File: src/rtl/time_keeper.sv
// time_keeper: time-of-day counter driven by the divider's 1 s and 1/4 s waves.
//   clock                 system clock
//   reset                 synchronous, active-low
//   clock_1_second        1 Hz square wave (same-domain register)
//   clock_quarter_second  4 Hz square wave (same-domain register)
//   set_mode              00 RUN, 01 SET_HOURS, 10 SET_MINUTES, 11 FREEZE
//   btn_inc               debounced increment button, 1 = pressed
//   hours/minutes/seconds current time of day
//   second_pulse          1-cycle strobe when seconds advances in RUN
//   blink                 registered quarter-second wave while in a set mode
module time_keeper #(
  parameter int REPEAT_DELAY_Q = 4,
  parameter int HOUR_MAX       = 23
) (
  input  logic       clock,
  input  logic       reset,
  input  logic       clock_1_second,
  input  logic       clock_quarter_second,
  input  logic [1:0] set_mode,
  input  logic       btn_inc,
  output logic [4:0] hours,
  output logic [5:0] minutes,
  output logic [5:0] seconds,
  output logic       second_pulse,
  output logic       blink
);

  localparam logic [1:0] MODE_RUN    = 2'b00;
  localparam logic [1:0] MODE_SET_H  = 2'b01;
  localparam logic [1:0] MODE_SET_M  = 2'b10;
  localparam logic [1:0] MODE_FREEZE = 2'b11;

  localparam int RW = (REPEAT_DELAY_Q > 1) ? $clog2(REPEAT_DELAY_Q) : 1;
  localparam logic [RW-1:0] RPT_LAST = RW'(REPEAT_DELAY_Q - 1);

  typedef enum logic [1:0] {ST_IDLE, ST_WAIT, ST_REPEAT} btn_state_t;

  btn_state_t      state_q, state_d;
  logic [RW-1:0]   rpt_cnt;
  logic            rpt_clr, rpt_inc;
  logic            prev_1s, prev_q, prev_btn;
  logic            tick_1s, tick_q, inc_event;

  // Inputs are already registered in this domain: one history flop per wave.
  assign tick_1s = clock_1_second & ~prev_1s;
  assign tick_q  = clock_quarter_second & ~prev_q;

  always_ff @(posedge clock) begin
    if (!reset) begin
      prev_1s  <= 1'b0;
      prev_q   <= 1'b0;
      prev_btn <= 1'b0;
    end else begin
      prev_1s  <= clock_1_second;
      prev_q   <= clock_quarter_second;
      prev_btn <= btn_inc;
    end
  end

  // Button FSM: state register
  always_ff @(posedge clock) begin
    if (!reset) begin
      state_q <= ST_IDLE;
      rpt_cnt <= '0;
    end else begin
      state_q <= state_d;
      if (rpt_clr)      rpt_cnt <= '0;
      else if (rpt_inc) rpt_cnt <= rpt_cnt + 1'b1;
    end
  end

  // Button FSM: next state. Release wins over a coincident tick_q.
  always_comb begin
    state_d = state_q;
    case (state_q)
      ST_IDLE:   if (btn_inc && !prev_btn) state_d = ST_WAIT;
      ST_WAIT: begin
        if (!btn_inc)                         state_d = ST_IDLE;
        else if (tick_q && rpt_cnt == RPT_LAST) state_d = ST_REPEAT;
      end
      ST_REPEAT: if (!btn_inc) state_d = ST_IDLE;
      default:   state_d = ST_IDLE;
    endcase
  end

  // Button FSM: outputs (at most one inc_event per cycle)
  always_comb begin
    inc_event = 1'b0;
    rpt_clr   = 1'b0;
    rpt_inc   = 1'b0;
    case (state_q)
      ST_IDLE: if (btn_inc && !prev_btn) begin
        inc_event = 1'b1;
        rpt_clr   = 1'b1;
      end
      ST_WAIT: if (btn_inc && tick_q) begin
        rpt_inc = 1'b1;
        if (rpt_cnt == RPT_LAST) inc_event = 1'b1;
      end
      ST_REPEAT: if (btn_inc && tick_q) inc_event = 1'b1;
      default: ;
    endcase
  end

  // Time counters; the mode is taken fresh every cycle.
  always_ff @(posedge clock) begin
    if (!reset) begin
      hours        <= '0;
      minutes      <= '0;
      seconds      <= '0;
      second_pulse <= 1'b0;
      blink        <= 1'b0;
    end else begin
      second_pulse <= 1'b0;
      blink        <= ((set_mode == MODE_SET_H) || (set_mode == MODE_SET_M)) &
                      clock_quarter_second;
      case (set_mode)
        MODE_RUN: if (tick_1s) begin
          second_pulse <= 1'b1;
          if (seconds == 6'd59) begin
            seconds <= '0;
            if (minutes == 6'd59) begin
              minutes <= '0;
              hours   <= (hours == 5'(HOUR_MAX)) ? 5'd0 : hours + 5'd1;
            end else begin
              minutes <= minutes + 6'd1;
            end
          end else begin
            seconds <= seconds + 6'd1;
          end
        end
        MODE_SET_H: begin
          seconds <= '0;
          if (inc_event) hours <= (hours == 5'(HOUR_MAX)) ? 5'd0 : hours + 5'd1;
        end
        MODE_SET_M: begin
          seconds <= '0;
          if (inc_event) minutes <= (minutes == 6'd59) ? 6'd0 : minutes + 6'd1;
        end
        MODE_FREEZE: ;
        default: ;
      endcase
    end
  end

endmodule

File: config.mk
export PLATFORM = sky130hd
export DESIGN_NAME = time_keeper
export DESIGN_NICKNAME = d
export VERILOG_FILES = /design/src/rtl/time_keeper.sv
export SDC_FILE = /design/constraint.sdc
export NUM_CORES = 1
export LEC_CHECK = 0
export ABC_CLOCK_PERIOD_IN_PS = 2600
export BUFFER_PORTS_ARGS = -buffer_cell sky130_fd_sc_hd__buf_2
export CELL_PAD_IN_SITES_DETAIL_PLACEMENT = 0
export CELL_PAD_IN_SITES_GLOBAL_PLACEMENT = 1
export CORE_UTILIZATION = 42
export CTS_BUF_LIST = sky130_fd_sc_hd__clkbuf_4
export DETAILED_ROUTE_END_ITERATION = 8
export PLACE_DENSITY_LB_ADDON = 0.1
export SLEW_MARGIN = 20
export SYNTH_ARGS = -nofsm -noshare
export SYNTH_HDL_FRONTEND = slang
export SYNTH_SLANG_ARGS = --single-unit
File: constraint.sdc
create_clock -name clock -period 2.6 [get_ports clock]
set_input_delay 0.26 -clock clock [delete_from_list [all_inputs] [get_ports clock]]
set_output_delay 0.26 -clock clock [all_outputs]
set_load 0.05 [all_outputs]
# Word-level counts from Yosys, hierarchy flattened
# Index checks and enable logic that the tools add are counted.
[word_totals]
regBits = 26
in_bits = 7
output_inout_bits = 19
word_cells = 80
[classes]
addsub = 4
eq_ne = 16
mux = 27
n_bitwise = 6
reduce_logical = 17
[ops]
columns = ["operator", "n"]
rows = [
  ["$mux W6", 6],
  ["$mux W5", 5],
  ["$pmux W6 S2", 2],
  ["$ne A2 B2 Y1 const B", 7],
  ["$add A6 B1 Y6 const B", 2],
  ["$eq A6 B6 Y1 const B", 2],
  ["$pmux W5 S2", 1],
  ["$mux W2", 4],
  ["$mux W1", 7],
  ["$eq A2 B2 Y1 const B", 3],
  ["$pmux W2 S3", 1],
  ["$reduce_bool A2 Y1", 3],
  ["$add A5 B1 Y5 const B", 1],
  ["$eq A5 B5 Y1 const B", 1],
  ["$reduce_and A5 Y1", 1],
  ["$eq A2 B1 Y1 const B", 2],
  ["$logic_not A2 Y1", 2],
  ["$reduce_and A2 Y1", 2],
  ["$reduce_and A4 Y1", 1],
  ["$reduce_or A2 Y1", 2],
  ["$and A1 B1 Y1", 3],
  ["$logic_and A1 B1 Y1", 3],
  ["$ne A3 B3 Y1 const B", 1],
  ["$not A1 Y1", 3],
  ["other kinds (5)", 5],
]

# Depth between registers and ports, before layout
[logic_depth]
word_depth = 7
depth_mapped = 8
depth_no_buf = 7

# Least setup slack after synthesis
# No wires, ideal clock.
[synth_timing]
path_type = "reg2reg"
from = "register seconds[0]"
to = "register hours[3]"
setup_ns = 0.070
arrival_ns = 2.206
required_ns = 2.530
slack_ns = 0.323
path_stages_with_launch = 7
path_buffers = 0
synth_period_minus_slack_ns = 2.277
cell_sequence = "dfxtp_1 ha_1 nand4b_1 nor4_2 o22ai_2 or4b_1 a21oi_1"
[synth_between]
elab_chain_len = 3
[synth_lines]
columns = ["item", "line", "text"]
rows = [
  ["start, declared", "23", "output logic [5:0] seconds,"],
  ["start signal, assigned", "129", "seconds <= seconds + 6'd1;"],
  ["$eq A6 B6 Y1", "120", "if (seconds == 6'd59) begin"],
  ["$ne A2 B2 Y1 (no source line)", "n/a", ""],
  ["$reduce_and A5 Y1 (no source line)", "n/a", ""],
  ["end signal, assigned", "124", "hours <= (hours == 5'(HOUR_MAX)) ? 5'd0 : hours + 5'd1;"],
  ["end signal, assigned", "134", "if (inc_event) hours <= (hours == 5'(HOUR_MAX)) ? 5'd0 : hours + 5'd1;"],
  ["end, declared", "21", "output logic [4:0] hours,"],
]
# No other way between the ends.
# A chain may end at the register's enable or synchronous reset.

# Worst setup path in the final report
# Same ends and word-level chain as after synthesis.

==> out/metrics.cfg <==
[run_status]
status=completed

[final_layout]
final_area_mm2=0.00154
nNetsFinal=200
post-route-util=0.505
fillerInstances=320
regArea_um2=520
area_growth_pct=14.3
multi_input_area_um2=769
final_common_cell=dfxtp_1
diodes=0
drive_gt1_frac=0.185
final_cell_mix=26 x dfxtp_1, 25 x buf_2, 18 x nor2_1, 13 x o21ai_0
final_cells=228

[timing]
maxSlewHeadroom=0.494
drv_slew=0
setup_viol=0
max_freq_mhz=468
fin_ws_ns=0.464
finalHoldViolations=0
worst_slew_pin_slew_ns=0.758
skew_ns=0.0119
fin_tns_setup_ns=0
finalCritPeriodShare=0.822
rsz0062_at_grt=no
min_period_ns=2.14

[cts]
clkTransAtPathRegs_ns=0.14
cts_tree=built
clk_path_buf_depth=2
ctsResizeCount=0
cts-root-buf=clkbuf_4
hold_buffers=0
cts_buffers=3
clock-sinks=26
cts-htree-levels=1
cts_setup_buffers=0
clkLatencyLatePin_ns=0.32

[yosys]
seq_area_frac_synth=0.386
syn_area_mm2=0.00135
syn-num-nets=173
synth_warnings=0
synth.avg_cell_area_um2=8.48
synth_edf_count=0
ys.flop_type=dfxtp_1
yosys.area.top_type_share=0.386
synth_top_cell_by_area=dfxtp_1
postSynthCellCount=159
synth_cell_types=39
synth-seq-cells=26
synthTopCellsByArea=dfxtp_1 39%, ha_1 6.5%, nor2_1 5.0%, o21ai_0 4.8%, a21oi_1 4.1%
synthArstFlopShare=0

[power]
irDropWorstVdd_mv=0.200
power.density_mw_per_mm2=438
leakagePower_nw=0.650

[drt]
drtIter0Drc=51
finalWirelength_mm=2.78
drcViolationCount=0
vias=1181
wl_per_cell_um=12.2
avgViaCountPerCell=5.18
dr.pass1.iters=4
ant_nets=0

[floorplan]
start_util=0.442
die_y_um=58.7
pin_count=26
core_area_mm2=0.00305
rows=20
fp.dieArea_mm2=0.00344
die_width_um=58.7

[placement]
gp_congestion=0.800
dp_hpwl_mm=2.03
port_buffers=25
postPlaceCellArea_mm2=0.00152
place_ws_ns=0.485
dp_cells=225

[hold_path]
hold_class=input port to flip-flop

[global_route]
overflow=0
grt_max_degree=23
antenna_found_initial=0
grt_usage=0.178
grt_pass1_wl_mm=4.70
grt_pass1_vias=1083

[worst_setup_path]
crit_arrival_ns=2.39
cp-start-kind=flip-flop
critPathCaptureType=flip-flop
path_max_fanout=7
cp.required_ns=2.86
worst-setup-path-type=flip-flop to flip-flop

[job]
maxCapViolCount=0

[report_power, final]
part / total [mW] / leakage [nW] / switching (mW) / internal (mW)
clock: 0.171 / 0.0138 / 0.117 / 0.0542
sequential: 0.413 / 0.211 / 0.00673 / 0.406
combinational: 0.0902 / 0.425 / 0.0594 / 0.0308
total: 0.674 / 0.650 / 0.183 / 0.491
[cell families after synthesis]
logic type,after synthesis,synth area share
muxes,4,0.0297
adders and majority gates,7,0.0649
AOI/OAI and AO/OA,38,0.189
buffers and inverters,15,0.0436
DFF,26,0.386
and+or+nand+nor,68,0.280
xor gates and xnor gates,1,0.00649
[final cells by class]
type | count | area share
Multi-Input combinational cell | 118 | 0.499
Inverter | 11 | 0.0268
Timing Repair Buffer | 26 | 0.0860
Tap cell | 44 | 0.0357
Sequential cell | 26 | 0.338
Clock buffer | 3 | 0.0146
[through the flow]
stage                     hold slack [ns]  power [mW]
after floorplan                     0.382       0.486
after global placement              0.480       0.511
after detailed placement            0.479       0.512
after CTS                           0.169       0.683
after global routing                0.166       0.716
final                               0.177       0.674
[sequential cells by signal, indices dropped and copies added (netlist names)]
register      cells
minutes           6
seconds           6
hours             5
rpt_cnt           2
state_q           2
blink             1
prev_1s           1
prev_btn          1
prev_q            1
second_pulse      1
[worst paths after layout]
kind                      startpoint                      end  slack (ns)  depth (start not counted)
max          seconds[0]$_SDFFE_PN0P_    hours[3]$_SDFFE_PN0P_        0.46                          6
max reg2reg  seconds[0]$_SDFFE_PN0P_    hours[3]$_SDFFE_PN0P_        0.46                          6
min                   clock_1_second       prev_1s$_SDFF_PN0_        0.18                          2
min reg2reg      prev_btn$_SDFF_PN0_  rpt_cnt[1]$_SDFFE_PP0P_        0.49                          2
[cells in the mapped netlist (3+ instances only)]
| master | count |
|---|---|
| a21oi_1 | 11 |
| and3_1 | 3 |
| dfxtp_1 | 26 |
| ha_1 | 7 |
| inv_1 | 11 |
| mux2i_1 | 4 |
| nand2_1 | 8 |
| nand2b_1 | 4 |
| nand3_1 | 10 |
| nand3b_1 | 3 |
| nand4b_1 | 3 |
| nor2_1 | 18 |
| nor2b_1 | 4 |
| o21ai_0 | 13 |
| or3_1 | 4 |
[worst max-delay path, stage by stage, from the launching register on]
cell and delay (ns):
dfxtp_1 0.41, ha_1 0.25, nand4b_1 0.20, nor4_2 0.36, o22ai_2 0.19, or4b_1 0.52, a21oi_1 0.14
[routing by layer]
layer	wire (um)	GRT usage
met1	1400	0.239
met2	1270	0.291
met3	96	0.0242
met4	20	0.0714
met5	0	0
Power figures use the tool's default switching activity.
